--- src/rtl/ula_multiciclo_if.sv ---
// Execute-stage ALU bus: operands and START from the control unit, results and handshake back.
interface ula_multiciclo_if #(
  parameter int WIDTH = 32
);
  logic             start;
  logic [3:0]       op;
  logic [WIDTH-1:0] a;
  logic [WIDTH-1:0] b;
  logic [WIDTH-1:0] s;
  logic [WIDTH-1:0] hi;
  logic             z;
  logic             v;
  logic             dz;
  logic             busy;
  logic             done;

  modport master (output start, op, a, b, input s, hi, z, v, dz, busy, done);
  modport slave  (input start, op, a, b, output s, hi, z, v, dz, busy, done);
endinterface

--- src/rtl/ula_multiciclo.sv ---
// Registered ALU: single-cycle logic/arith/shift ops plus iterative unsigned MULTU/DIVU
// that produce HI/LO over WIDTH cycles, with a START/BUSY/DONE handshake.
module ula_multiciclo #(
  parameter int WIDTH = 32,
  parameter int SHW   = $clog2(WIDTH)
) (
  input logic              clock,
  input logic              reset_n,
  ula_multiciclo_if.slave  bus
);
  localparam logic [3:0] OP_AND   = 4'b0000;
  localparam logic [3:0] OP_OR    = 4'b0001;
  localparam logic [3:0] OP_ADD   = 4'b0010;
  localparam logic [3:0] OP_XOR   = 4'b0011;
  localparam logic [3:0] OP_SLL   = 4'b0100;
  localparam logic [3:0] OP_SRL   = 4'b0101;
  localparam logic [3:0] OP_SUB   = 4'b0110;
  localparam logic [3:0] OP_SLT   = 4'b0111;
  localparam logic [3:0] OP_SRA   = 4'b1000;
  localparam logic [3:0] OP_SLTU  = 4'b1001;
  localparam logic [3:0] OP_MULTU = 4'b1010;
  localparam logic [3:0] OP_NOR   = 4'b1100;
  localparam logic [3:0] OP_DIVU  = 4'b1101;

  typedef enum logic {IDLE, RUN} state_t;

  state_t           state, state_nx;
  logic [SHW:0]     cnt;
  logic             is_div;
  logic [WIDTH-1:0] b_q, work_hi, work_lo;
  logic [WIDTH-1:0] s_r, hi_r;
  logic             z_r, v_r, dz_r, done_r;

  logic             multi_op;
  logic [WIDTH-1:0] alu_res, sum, diff;
  logic             alu_v;
  logic [SHW-1:0]   sh;
  logic [WIDTH:0]   mul_sum, rem_sh;
  logic [WIDTH-1:0] rem_sub, nx_hi, nx_lo;
  logic             ge;

  assign multi_op = (bus.op == OP_MULTU) || (bus.op == OP_DIVU);

  // NOTE: sequential state uses non-blocking (<=) so every register samples pre-edge values.
  always_ff @(posedge clock) begin
    if (!reset_n) state <= IDLE;
    else          state <= state_nx;
  end

  always_comb begin
    // NOTE: default assignment first so no path leaves state_nx unassigned (no latch).
    state_nx = state;
    case (state)
      IDLE: if (bus.start && multi_op) state_nx = RUN;
      RUN:  if (cnt == (SHW+1)'(1))   state_nx = IDLE;
      default: state_nx = IDLE;
    endcase
  end

  always_comb begin
    bus.busy = (state == RUN);
    bus.done = done_r;
    bus.s    = s_r;
    bus.hi   = hi_r;
    bus.z    = z_r;
    bus.v    = v_r;
    bus.dz   = dz_r;
  end

  always_comb begin
    sh      = bus.b[SHW-1:0];
    sum     = bus.a + bus.b;
    diff    = bus.a - bus.b;
    alu_res = '0;
    alu_v   = 1'b0;
    case (bus.op)
      OP_AND:  alu_res = bus.a & bus.b;
      OP_OR:   alu_res = bus.a | bus.b;
      OP_NOR:  alu_res = ~(bus.a | bus.b);
      OP_XOR:  alu_res = bus.a ^ bus.b;
      OP_ADD: begin
        alu_res = sum;
        alu_v   = (bus.a[WIDTH-1] == bus.b[WIDTH-1]) && (sum[WIDTH-1] != bus.a[WIDTH-1]);
      end
      OP_SUB: begin
        alu_res = diff;
        alu_v   = (bus.a[WIDTH-1] != bus.b[WIDTH-1]) && (diff[WIDTH-1] != bus.a[WIDTH-1]);
      end
      OP_SLT:  alu_res = {{(WIDTH-1){1'b0}}, $signed(bus.a) < $signed(bus.b)};
      OP_SLTU: alu_res = {{(WIDTH-1){1'b0}}, bus.a < bus.b};
      OP_SLL:  alu_res = bus.a << sh;
      OP_SRL:  alu_res = bus.a >> sh;
      OP_SRA:  alu_res = $signed(bus.a) >>> sh;
      default: alu_res = '0;
    endcase
  end

  // One iteration: shift-add for MULTU ({hi,lo} shifts right), restoring subtract for DIVU
  // (remainder in hi, dividend shifting out of lo while quotient bits shift in).
  always_comb begin
    mul_sum = {1'b0, work_hi} + (work_lo[0] ? {1'b0, b_q} : '0);
    rem_sh  = {work_hi, work_lo[WIDTH-1]};
    ge      = (rem_sh >= {1'b0, b_q});
    rem_sub = rem_sh[WIDTH-1:0] - b_q;
    if (is_div) begin
      nx_hi = ge ? rem_sub : rem_sh[WIDTH-1:0];
      nx_lo = {work_lo[WIDTH-2:0], ge};
    end else begin
      nx_hi = mul_sum[WIDTH:1];
      nx_lo = {mul_sum[0], work_lo[WIDTH-1:1]};
    end
  end

  always_ff @(posedge clock) begin
    if (!reset_n) begin
      s_r     <= '0;
      hi_r    <= '0;
      z_r     <= 1'b1;
      v_r     <= 1'b0;
      dz_r    <= 1'b0;
      done_r  <= 1'b0;
      cnt     <= '0;
      is_div  <= 1'b0;
      b_q     <= '0;
      work_hi <= '0;
      work_lo <= '0;
    end else begin
      done_r <= 1'b0;
      if (state == IDLE && bus.start) begin
        if (multi_op) begin
          is_div  <= (bus.op == OP_DIVU);
          b_q     <= bus.b;
          work_hi <= '0;
          work_lo <= bus.a;
          cnt     <= (SHW+1)'(WIDTH);
        end else begin
          s_r    <= alu_res;
          z_r    <= (alu_res == '0);
          v_r    <= alu_v;
          dz_r   <= 1'b0;
          done_r <= 1'b1;
        end
      end else if (state == RUN) begin
        work_hi <= nx_hi;
        work_lo <= nx_lo;
        cnt     <= cnt - 1'b1;
        if (cnt == (SHW+1)'(1)) begin
          s_r    <= nx_lo;
          hi_r   <= nx_hi;
          z_r    <= (nx_lo == '0);
          v_r    <= 1'b0;
          dz_r   <= is_div && (b_q == '0);
          done_r <= 1'b1;
        end
      end
    end
  end
endmodule

--- src/flat_wrapper.sv ---
// flat-port wrapper written by rule: the top's interface ports become plain ports
module ula_multiciclo_flat 
#(
  parameter int WIDTH = 32,
  parameter int SHW   = $clog2(WIDTH)
)
  (clock, reset_n, bus_start, bus_op, bus_a, bus_b, bus_s, bus_hi, bus_z, bus_v, bus_dz, bus_busy, bus_done);
  ula_multiciclo_if #(.WIDTH(WIDTH)) bus_i ();
  input logic clock;
  input logic reset_n;
  input wire logic [$bits(bus_i.start)-1:0] bus_start;
  input wire logic [$bits(bus_i.op)-1:0] bus_op;
  input wire logic [$bits(bus_i.a)-1:0] bus_a;
  input wire logic [$bits(bus_i.b)-1:0] bus_b;
  output wire logic [$bits(bus_i.s)-1:0] bus_s;
  output wire logic [$bits(bus_i.hi)-1:0] bus_hi;
  output wire logic [$bits(bus_i.z)-1:0] bus_z;
  output wire logic [$bits(bus_i.v)-1:0] bus_v;
  output wire logic [$bits(bus_i.dz)-1:0] bus_dz;
  output wire logic [$bits(bus_i.busy)-1:0] bus_busy;
  output wire logic [$bits(bus_i.done)-1:0] bus_done;
  assign bus_i.start = bus_start;
  assign bus_i.op = bus_op;
  assign bus_i.a = bus_a;
  assign bus_i.b = bus_b;
  assign bus_s = bus_i.s;
  assign bus_hi = bus_i.hi;
  assign bus_z = bus_i.z;
  assign bus_v = bus_i.v;
  assign bus_dz = bus_i.dz;
  assign bus_busy = bus_i.busy;
  assign bus_done = bus_i.done;
  ula_multiciclo #(.WIDTH(WIDTH), .SHW(SHW)) u_core (.clock(clock), .reset_n(reset_n), .bus(bus_i));
endmodule
--- config.mk ---
export PLATFORM = sky130hd
export DESIGN_NAME = ula_multiciclo_flat
export DESIGN_NICKNAME = d
export VERILOG_FILES = /design/src/rtl/ula_multiciclo_if.sv /design/src/rtl/ula_multiciclo.sv /design/src/flat_wrapper.sv
export SDC_FILE = /design/constraint.sdc
export NUM_CORES = 1
export LEC_CHECK = 0
export ABC_AREA = 1
export BUFFER_PORTS_ARGS = -buffer_cell sky130_fd_sc_hd__buf_2
export CORE_MARGIN = 5
export CORE_UTILIZATION = 45
export CTS_BUF_LIST = sky130_fd_sc_hd__clkbuf_16
export CTS_CLUSTER_SIZE = 8
export DETAILED_ROUTE_END_ITERATION = 8
export HOLD_SLACK_MARGIN = 0.1
export MAX_ROUTING_LAYER = met4
export PLACE_DENSITY = 0.61
export SETUP_SLACK_MARGIN = 0.05
export SLEW_MARGIN = 15
export SYNTH_ARGS = -nofsm -noshare
export SYNTH_HDL_FRONTEND = slang
export SYNTH_SLANG_ARGS = --single-unit
--- constraint.sdc ---
create_clock -name clock -period 5 [get_ports clock]
set_input_delay 1.5 -clock clock [delete_from_list [all_inputs] [get_ports clock]]
set_output_delay 1.5 -clock clock [all_outputs]
set_load 0.05 [all_outputs]
==> impl_results.md <==
* CTS root buffer: clkbuf_16
* Worst-margin pin slew at 1.08 ns
* WL final at 107000 um
* CTS resizes at 0
* Buffers plus inverters on the worst setup path at 3
* Fmax at 232 MHz
* Layout cell share with drive strength beyond 1 at 8.92%
* Status: finished, final reports clean
* Syn Inst Count at 3899
* Initial DRC count at approximately 3300
* Min-delay worst type: reg -> reg
* Setup crit start kind: input pin
* Most used cell, CP: nand2_1
* Synthesized flop and latch total at between 150 and 200
* Pre-antenna DRT Iters at 8
* EDFF count, synth at 0
* H-tree levels at 4
* First-pass GRT wire length at 158000 um
* Vias per inst at between 5 and 6
* Fillers at 5421
* Initial antenna violation count at 2
* Row count at 80
* Fin crit period at 4.31 ns
* Place WS at 0.359 ns
* Drt drc at 0
* Num ports at 140
* Critical path class: in -> reg
* Area of the multi-input gates at between 15000 and 20000 um2
* Delay-heaviest family, CP: simple AND/OR/NAND/NOR gates
* Initial core utilization at 45.6%
* CP Depth at 23
* Vias at 27100
* Pwr per Cell Area at 210 nW/um2
* Crit path cell chain: buf_2 > ha_1 > inv_1 > fa_1 > inv_1 > nand3_1 > nand2_1 > nand3_1 > nand3_1 > nand2_1 > nand3_1 > nand2_1 > nor2_1 > nand2_1 > nor2_1 > nand2_1 > nor2_1 > nand2_1 > nor2_1 > nand3_1 > nand2_1 > nand2_1 > nand2_1
* Crit. End Element: flip-flop
* Input/output buffers at 139
* Largest net degree at the start of global routing at 72
* Slowest CP cell: ha_1
* Clk Latency, worst-skew pair at about 0.47 ns
* Slew Limit Headroom at 27.9%
* Top cell type by total area after synthesis: nand2_1
* Register area at 3450 um2
* Synth Cell Area at 21800 um2
* CP arrival at 4.73 ns
* Post-route cell area at ~24000 um2
* Post-CTS Hold Fix Bufs at 0
* Routability cong. at between 1 and 1.5
* ANT nets after route at 0
* Grt ovf at 0
* Synth Warn # at 0
* Routed WL per cell at 23.2 um
* P&R area growth vs syn at 9.16%
* Ys flop type: dfxtp_1
* Final Skew at 0.0159 ns
* TNS Setup at 0 ns
* FFs w/ async S/R, synth at 0%
* TritonCTS Sinks at roughly 170
* Core Area at 47700 um2
* RSZ-0062 raised after global routing: no
* Worst vdd ir at 0.242 mV
* Final period util at 86.3%
* Vias in the first global route at 25100
* Hold Vio Cnt, Final at 0
* CTS tree: yes
* Placed cell areas at 23100 um2
* Number of endpoints failing setup at the final stage at 0
* Leak at 12.3 nW
* Distinct cells, synth at 56
* Die ar. at around 53000 um2
* Final Max Slew Viols at 0
* CP peak stage delay at 0.40 ns
* Avg Cell Area, Syn at 5.58 um2
* Clk buf depth at 2
* Die Height at 230 um
* Max cap viols at 0
* Post-CTS Setup Bufs at 0
* Worst-path clk slew at 0.08 ns
* Setup WS post-layout at 0.687 ns
* R2R depth at 16
* Register area share after synthesis at 15.8%
* Nets at 4208
* CTS buffer count at 17
* Die X-Extent at around 230 um
* Worst Path Max Fanout at 5
* Dpl hpwl at around 86000 um
* Syn nets at 4140
* Hold path cells at 2
* Synth top area share at 18.1%
* CP required at between 5 and 6 ns
* Synth top area cells: nand2_1, dfxtp_1, nand3_1, ha_1, inv_1
* Overall routing resource usage at 39.9%
==> cells in the mapped netlist (5+ instances only) <==
cell and number:
nand2_1 1052, a22oi_1 13, nand3b_1 7, a21o_1 10, dfxtp_1 172, xnor2_1 14, and2_1 6, inv_2 20
xor2_1 18, nor4_1 11, nand3_1 504, nand2_2 27, inv_1 461, buf_4 15, clkbuf_1 73, o21ai_1 36
o21bai_1 18, a211oi_1 5, nor2_2 12, buf_6 7, o21a_1 8, nor3_1 30, nor2_1 384, a31oi_1 19
a21oi_1 321, o21ai_0 244, o221ai_1 6, buf_2 55, mux2i_1 19, or2_2 18, o22ai_1 7, nand4_1 42
buf_1 21, ha_1 166, a221oi_1 6, o211ai_1 27
==> kinds of logic (layout without fill, tap and decap cells) <==
group,Yosys count,after routing,share of synthesized area (%)
AO/OA/AOI/OAI,741,741,18.7
AND/OR/NAND/NOR,2109,2109,41.3
flip-flops,172,172,15.8
adder cells (fa/ha/maj),170,170,9.91
XOR/XNOR,32,32,1.29
other,0,4,0
buffers and inverters,656,737,12.1
multiplexers,19,19,0.874
==> cells in the final DEF (no fill, tap or decap), types with 19 or more instances in the layout <==
cell type     n
mux2i_1      19
nor2_1      383
nor3_1       30
inv_2        21
nand4_1      42
nand2_2      28
inv_1       459
a31oi_1      19
o21ai_0     244
nand3_1     504
ha_1        166
o211ai_1     27
dfxtp_1     170
nand2_1    1051
buf_2       139
a21oi_1     321
o21ai_1      36
buf_4        77
==> worst paths after layout <==
kind / slack, ns / end / startpoint
max: 0.69 / u_core.bus.z / bus_a[0]
min: 0.47 / u_core.bus.s[27] / u_core.bus.s[27]
max reg2reg: 1.31 / u_core.work_hi[28] / u_core.work_lo[0]
min reg2reg: 0.47 / u_core.bus.s[27] / u_core.bus.s[27]
==> routing by layer <==
metal	vias up	GRT usage, %	wire, um
met5	-	-	0
met1	12400	47.6	40800
met3	352	5.29	8740
met4	0	26.3	9090
met2	1436	63.3	48100
li1	12900	-	-
==> state kept, by name, summed over array words and instances, names as in the netlist <==
register and count:
u_core.bus.s 32, u_core.bus.z 1, u_core.bus.busy 1, u_core.bus.dz 1, u_core.work_hi 32, u_core.work_lo 32, u_core.cnt 6, u_core.bus.done 1
u_core.bus.v 1, u_core.bus.hi 32, u_core.b_q 32, u_core.is_div 1
==> through the flow <==
stage | cells | power, mW | utilization [%] | hold slack (ns)
2_1_floorplan | 3899 | 2.76 | - | 0.441
3_3_place_gp | 4563 | 3.47 | 48.4 | 0.454
3_5_place_dp | 4563 | 3.45 | 48.4 | 0.452
4_1_cts | 4595 | 4.93 | 49.7 | 0.465
5_1_grt | 4597 | 5.20 | 49.7 | 0.483
6_report | 4599 | 4.98 | 49.8 | 0.467
==> where the power goes <==
group | internal (mW) | switching, mW | leakage, nW | total (mW)
sequential | 1.42 | 0.0382 | 1.39 | 1.46
combinational | 0.550 | 1.49 | 10.6 | 2.04
clock | 0.777 | 0.709 | 0.313 | 1.49
==> worst register-to-register path, cell delays in order, from the launching register on <==
cell and delay, ns:
dfxtp_1 0.61, buf_4 0.39, nand2_1 0.09, inv_1 0.06
ha_1 0.32, nand2_1 0.09, nor2_1 0.27, nor2_1 0.17
o21ai_1 0.30, a21boi_1 0.20, o21bai_1 0.38, nand2_1 0.20
nand3b_1 0.13, nand3_1 0.09, nand2_1 0.12, nand2_1 0.07
a21oi_1 0.14
==> area by class of cell <==
class                   count  area share, %
well taps                 615           3.24
diodes                      4         0.0421
multi-input cells        3071           66.0
repair buffers            221           5.78
flip-flops and latches    172           14.5
clock buffers              17           1.79
inverters                 484           7.67
clock inverters            15          0.922
No activity file was read; power rests on OpenSTA's default activity.
